**config.mk**
```make
export PLATFORM = sky130hd
export DESIGN_NAME = row_streamer
export DESIGN_NICKNAME = d
export VERILOG_FILES = /design/src/rtl/row_streamer.sv
export SDC_FILE = /design/constraint.sdc
export NUM_CORES = 2
export LEC_CHECK = 0
export CAP_MARGIN = 20
export CELL_PAD_IN_SITES_DETAIL_PLACEMENT = 1
export CELL_PAD_IN_SITES_GLOBAL_PLACEMENT = 2
export CORE_MARGIN = 5
export CORE_UTILIZATION = 46
export CTS_CLUSTER_SIZE = 24
export DETAILED_ROUTE_END_ITERATION = 8
export GPL_TIMING_DRIVEN = 0
export PLACE_DENSITY = 0.76
export SKIP_CTS_REPAIR_TIMING = 1
export SYNTH_ARGS = -nofsm -noshare
export SYNTH_HDL_FRONTEND = slang
export SYNTH_SLANG_ARGS = --single-unit
```
**constraint.sdc**
```tcl
create_clock -name clk -period 31.8 [get_ports clk]
set_input_delay 4.77 -clock clk [delete_from_list [all_inputs] [get_ports clk]]
set_output_delay 4.77 -clock clk [all_outputs]
set_load 0.02 [all_outputs]
```
**src/rtl/row_streamer.sv**
```systemverilog
// Row FIFO plus LSB-first beat serialiser with per-image done pulse and synchronous abort.
// Optional `level` occupancy port is enabled by defining ROW_STREAMER_LEVEL_EN.
module row_streamer #(
  parameter int unsigned ROW_W        = 480,
  parameter int unsigned BEAT_W       = 16,
  parameter int unsigned DEPTH        = 4,
  parameter int unsigned ROWS_PER_IMG = 28
) (
  input  logic              clk,
  input  logic              rst,
  input  logic              interrupt,
  input  logic [ROW_W-1:0]  row_in,
  input  logic              row_valid,
  output logic              row_ready,
  output logic [BEAT_W-1:0] beat_out,
  output logic              beat_valid,
  input  logic              beat_ready,
  output logic              beat_last,
  output logic              done
`ifdef ROW_STREAMER_LEVEL_EN
  ,
  output logic [$clog2(DEPTH):0] level
`endif
);

  localparam int unsigned BEATS = ROW_W / BEAT_W;
  localparam int unsigned BCW   = (BEATS > 1) ? $clog2(BEATS) : 1;
  localparam int unsigned RCW   = (ROWS_PER_IMG > 1) ? $clog2(ROWS_PER_IMG) : 1;
  localparam int unsigned AW    = $clog2(DEPTH);
  localparam int unsigned PW    = AW + 1;
  localparam logic [BCW-1:0] LAST_BEAT = BCW'(BEATS - 1);
  localparam logic [RCW-1:0] LAST_ROW  = RCW'(ROWS_PER_IMG - 1);

  typedef enum logic {IDLE, STREAM} state_e;

  state_e            state_q;
  logic [ROW_W-1:0]  mem_q [DEPTH];
  logic [PW-1:0]     wr_ptr_q, rd_ptr_q;
  logic [ROW_W-1:0]  shift_q;
  logic [BCW-1:0]    beat_cnt_q;
  logic [RCW-1:0]    row_cnt_q;
  logic              valid_q, last_q, done_q;
  logic              empty_c, full_c, push_c, hs_c, pop_c;

  // Extra pointer bit distinguishes full from empty.
  assign empty_c   = (wr_ptr_q == rd_ptr_q);
  assign full_c    = (wr_ptr_q[AW] != rd_ptr_q[AW]) &&
                     (wr_ptr_q[AW-1:0] == rd_ptr_q[AW-1:0]);
  assign row_ready = !full_c && rst;
  assign push_c    = row_valid && row_ready && !interrupt;
  assign hs_c      = valid_q && beat_ready;
  assign pop_c     = !interrupt && !empty_c && ((state_q == IDLE) || (hs_c && last_q));

  assign beat_out   = shift_q[BEAT_W-1:0];
  assign beat_valid = valid_q;
  assign beat_last  = last_q;
  assign done       = done_q;

  always_ff @(posedge clk) begin
    if (push_c) mem_q[wr_ptr_q[AW-1:0]] <= row_in;
  end

  // Control FSM, pointers, counters; interrupt flushes everything except storage.
  always_ff @(posedge clk) begin
    if (!rst || interrupt) begin
      state_q    <= IDLE;
      wr_ptr_q   <= '0;
      rd_ptr_q   <= '0;
      shift_q    <= '0;
      beat_cnt_q <= '0;
      row_cnt_q  <= '0;
      valid_q    <= 1'b0;
      last_q     <= 1'b0;
      done_q     <= 1'b0;
    end else begin
      done_q <= 1'b0;
      if (push_c) wr_ptr_q <= wr_ptr_q + PW'(1);
      if (pop_c)  rd_ptr_q <= rd_ptr_q + PW'(1);

      if (pop_c) begin
        shift_q    <= mem_q[rd_ptr_q[AW-1:0]];
        beat_cnt_q <= '0;
        state_q    <= STREAM;
        valid_q    <= 1'b1;
        last_q     <= (BEATS == 1);
      end else if (hs_c) begin
        shift_q    <= shift_q >> BEAT_W;
        beat_cnt_q <= beat_cnt_q + BCW'(1);
        if (last_q) begin
          state_q <= IDLE;
          valid_q <= 1'b0;
          last_q  <= 1'b0;
        end else begin
          last_q  <= (beat_cnt_q == LAST_BEAT - BCW'(1));
        end
      end

      if (hs_c && last_q) begin
        if (row_cnt_q == LAST_ROW) begin
          row_cnt_q <= '0;
          done_q    <= 1'b1;
        end else begin
          row_cnt_q <= row_cnt_q + RCW'(1);
        end
      end
    end
  end

`ifdef ROW_STREAMER_LEVEL_EN
  logic [PW-1:0] level_q;

  always_ff @(posedge clk) begin
    if (!rst || interrupt) begin
      level_q <= '0;
    end else if (push_c && !pop_c) begin
      level_q <= level_q + PW'(1);
    end else if (pop_c && !push_c) begin
      level_q <= level_q - PW'(1);
    end
  end

  assign level = level_q;
`endif

endmodule

```
==> Flow_metrics.wiki <==
{| class="wikitable"
! Metric !! Value
|-
| GR Overflow Total || 0
|-
| Combinational group share of total power || 4.0%
|-
| Die width || 456 microns
|-
| Final weighted congestion in routability-driven placement || 0.810
|-
| Layout cells sized above 1 || 19.4%
|-
| Number of distinct library cells after synthesis || 35
|-
| Startpoint kind of the worst setup timing path || input pin
|-
| Number of max-slew violations in the final report || 0
|-
| Wire length of the first global-routing pass || 354,000 microns
|-
| Unrepaired setup endpoints after global routing || no
|-
| Critical path required time || 27.03 ns
|-
| Total core area || 198,000 sq um
|-
| Remaining antenna violation count after routing || 0
|-
| IR drop worst, VDD || 0.0507 mV
|-
| Vias in the first global route || 52,000
|-
| Startpoint of the tightest hold check path || shift_q[476]
|-
| Number of synthesized register bits || 2,421
|-
| Number of violations of the max-capacitance limit || 0
|-
| Clock Tree Buf Depth || 4
|-
| Netlist area before placement || 91,700 sq um
|-
| Post-DR vias/cell || 5.71
|-
| Most repeated cell in the gate-level netlist after synthesis || sky130_fd_sc_hd__edfxtp_1
|-
| Cell type with the highest aggregate area in the netlist || sky130_fd_sc_hd__edfxtp_1
|-
| Clock slew at reported path FFs || 0.05 ns
|-
| Yosys warnings || 0
|-
| Shortest clock period the worst path allows after layout || 10.91 ns
|-
| Maximum level of the CTS H-tree || 5
|-
| Status || finished clean
|-
| Post-synthesis to final-layout area growth || 19.9%
|-
| Number of nets in the synthesized netlist || 5,322
|-
| Number of flops mapped to enable cells by yosys || 1,920
|-
| Cell row count || 163
|-
| Sinks on the clock net || 2,421
|-
| GRT Resource Usage Total || 22.9%
|-
| First-pass DRT Iterations || 6
|-
| Portion of the post-synthesis area used by sequential elements || 73.8%
|-
| CP Launch Point || rst
|-
| Largest net degree at the start of global routing || 58
|-
| Routed metal-1 wirelength || 101,000 microns
|-
| Internal cell power || 0.00532 W
|-
| Setup TNS || 0 ns
|-
| CP Capture Type || output pin
|-
| Detailed Place HPWL || 167,000 microns
|-
| Top metal layer carrying routed signals || met5
|-
| Slew at the pin closest to its max-slew limit || 1.05 ns
|-
| Clock tree from TritonCTS || yes
|-
| Setup Slack @ Placement || 20.89 ns
|-
| Clk Tree Root Cell || sky130_fd_sc_hd__clkbuf_16
|-
| Power per cell area || 60.9 nW/um^2
|-
| Final net count || 6,160
|-
| Largest driver fanout on the critical path || 3
|-
| Fraction of the cycle the final worst path needs || 34.3%
|-
| Initial core utilization || 46.3%
|-
| Number of buffers created by CTS || 274
|-
| Type of the worst setup path || input pin to output pin
|-
| Part of the power in the clock network || 44.3%
|-
| Post-synth top flop || sky130_fd_sc_hd__edfxtp_1
|-
| Sw Ratio || 20.6%
|-
| DRT iter0 DRCs || 4,031
|-
| Post-route clock skew || 0.0398 ns
|-
| Data arrival at the endpoint of the critical path || 6.14 ns
|-
| Top-area cell type share of the netlist area || 62.9%
|-
| Clk Latency, worst-skew pair || 0.92 ns
|-
| Net switching power || 0.00138 W
|-
| Number of port buffers || 504
|-
| Relative max-transition margin || 30.0%
|-
| Drt wl/cell || 28.3 microns
|-
| Post-synthesis area per instance || 19.0 sq um
|-
| Path type of the worst min-delay path || flop to flop
|-
| Total power || 0.00669 W
|-
| PnR worst setup slack || 20.89 ns
|-
| Top area cells in the synthesized netlist || sky130_fd_sc_hd__edfxtp_1 (63%), sky130_fd_sc_hd__mux4_2 (12%), sky130_fd_sc_hd__dfxtp_1 (11%)
|-
| Most common library cells after synthesis || sky130_fd_sc_hd__edfxtp_1 (1,920), sky130_fd_sc_hd__dfxtp_1 (501), sky130_fd_sc_hd__nand3_1 (486)
|-
| Async SR Flop Fraction || 0%
|-
| Worst hold slack || 0.471 ns
|-
| DRC violations left || 0
|-
| Gate count after technology mapping || 4,829
|-
| Setup-violating endpoint count in the final report || 0
|-
| Total wire length || 242,000 microns
|-
| IO Pins || 505
|-
| Detailed-routed wire length on met3 || 11,900 microns
|-
| Routed via count || 48,800
|-
| Leakage dissipation || 33.7 nW
|-
| WL met2 || 123,000 microns
|-
| Die outline area || 208,000 sq um
|-
| Number of antenna violations at the first check in global routing || 93
|-
| Sequential cell fraction of total power || 51.8%
|-
| Startpoint of the worst-slack reg-to-reg timing path || wr_ptr_q[1]
|-
| Die extent in y || 456 microns
|-
| Endpoints failing hold || 0
|-
| Maximum achievable frequency || 91.7 MHz
|}
[worst paths after layout]
path,end,slack (ns),cells after the start
setup / recovery,row_ready,20.89,3
hold / removal,shift_q[476],0.47,2
setup reg to reg,mem_q[1][265],28.60,7
hold reg to reg,shift_q[476],0.47,2
[cell usage in the layout, fill, tap and decap left out, types with 2 or more instances in the layout]
master,Yosys,routed
sky130_fd_sc_hd__a21oi_1,26,26
sky130_fd_sc_hd__buf_4,50,50
sky130_fd_sc_hd__and2_4,0,3
sky130_fd_sc_hd__xor2_1,6,6
sky130_fd_sc_hd__or3_1,2,2
sky130_fd_sc_hd__and2_1,5,2
sky130_fd_sc_hd__clkbuf_16,0,281
sky130_fd_sc_hd__xnor2_1,7,7
sky130_fd_sc_hd__clkdlybuf4s50_1,0,504
sky130_fd_sc_hd__buf_1,3,3
sky130_fd_sc_hd__clkinv_1,0,47
sky130_fd_sc_hd__clkbuf_8,0,10
sky130_fd_sc_hd__clkbuf_1,150,217
sky130_fd_sc_hd__clkinv_4,0,3
sky130_fd_sc_hd__nor2_1,14,13
sky130_fd_sc_hd__nand3_1,486,486
sky130_fd_sc_hd__buf_6,4,4
sky130_fd_sc_hd__buf_16,0,33
sky130_fd_sc_hd__buf_8,0,5
sky130_fd_sc_hd__bufinv_16,0,14
sky130_fd_sc_hd__clkinv_2,0,37
sky130_fd_sc_hd__diode_2,0,54
sky130_fd_sc_hd__buf_12,0,20
sky130_fd_sc_hd__clkinvlp_4,0,5
sky130_fd_sc_hd__inv_6,0,6
sky130_fd_sc_hd__mux4_2,480,480
sky130_fd_sc_hd__mux2i_1,466,466
sky130_fd_sc_hd__inv_1,5,5
sky130_fd_sc_hd__buf_2,184,184
sky130_fd_sc_hd__dfxtp_1,501,501
sky130_fd_sc_hd__nor3_1,2,2
sky130_fd_sc_hd__nand4_1,3,3
sky130_fd_sc_hd__o31ai_1,465,465
sky130_fd_sc_hd__ha_1,8,8
sky130_fd_sc_hd__nand2_1,29,29
sky130_fd_sc_hd__edfxtp_1,1920,1920
[flip-flops by register name (all words and copies together), names as in the netlist, named ones only]
| signal | flops |
|---|---|
| beat_last | 1 |
| beat_cnt_q | 5 |
| mem_q | 1920 |
| row_cnt_q | 5 |
| beat_valid | 1 |
| done | 1 |
| shift_q | 480 |
| rd_ptr_q | 3 |
| wr_ptr_q | 3 |
[power groups by stage]
stage	registers [W]	clock network [W]	logic (W)
2_1_floorplan	0.00354	0	0.000118
3_3_place_gp	0.00356	0	0.000254
3_5_place_dp	0.00353	0	0.000267
4_1_cts	0.00346	0.00303	0.000268
5_1_grt	0.00346	0.00318	0.000284
6_report	0.00346	0.00296	0.000266
[stage by stage]
stage | cell area, sq um | util, % | std cells
final | 110000 | 55.5 | 8555
after global placement | 100000 | 50.6 | 7973
after floorplan | 91700 | - | 4829
after global routing | 110000 | 55.5 | 8542
after CTS | 110000 | 55.5 | 8500
after detailed placement | 101000 | 51.3 | 8030
[logic make-up (layout without fill, tap and decap cells)]
logic type,Yosys count,in the layout,share of synthesized area (%)
other,0,54,0
flip-flops,2421,2421,73.8
AND/OR/NAND/NOR,548,548,2.96
multiplexers,946,946,16.9
adder cells (fa/ha/maj),8,8,0.109
buffers and inverters,396,1428,2.11
AO/OA/AOI/OAI,497,497,4.00
XOR/XNOR,13,13,0.124
[layer usage]
layer / up-vias / global-route usage [%]
met2: 1390 / 37.5
met4: 2 / 9.48
met5: - / 0
met3: 397 / 3.85
li1: 21500 / -
met1: 25500 / 30.7
[worst max-delay path: stages]
cell	delay, ns
sky130_fd_sc_hd__clkdlybuf4s50_1	0.49
sky130_fd_sc_hd__and2_1	0.12
sky130_fd_sc_hd__clkdlybuf4s50_1	0.74
[area by class of cell]
cell class                      instances  area, sq um
Sequential cell                      2421        67700
Buffer                                391         1920
Multi-Input combinational cell       2012        22100
Inverter                                5         18.8
Fill cell                           17600        87900
Clock inverter                        112          898
Clock buffer                          358         7420
Antenna cell                           54          135
Timing Repair Buffer                  562         6430
Tap cell                             2640         3300
Note: power is estimated with default switching activity, not from simulation.
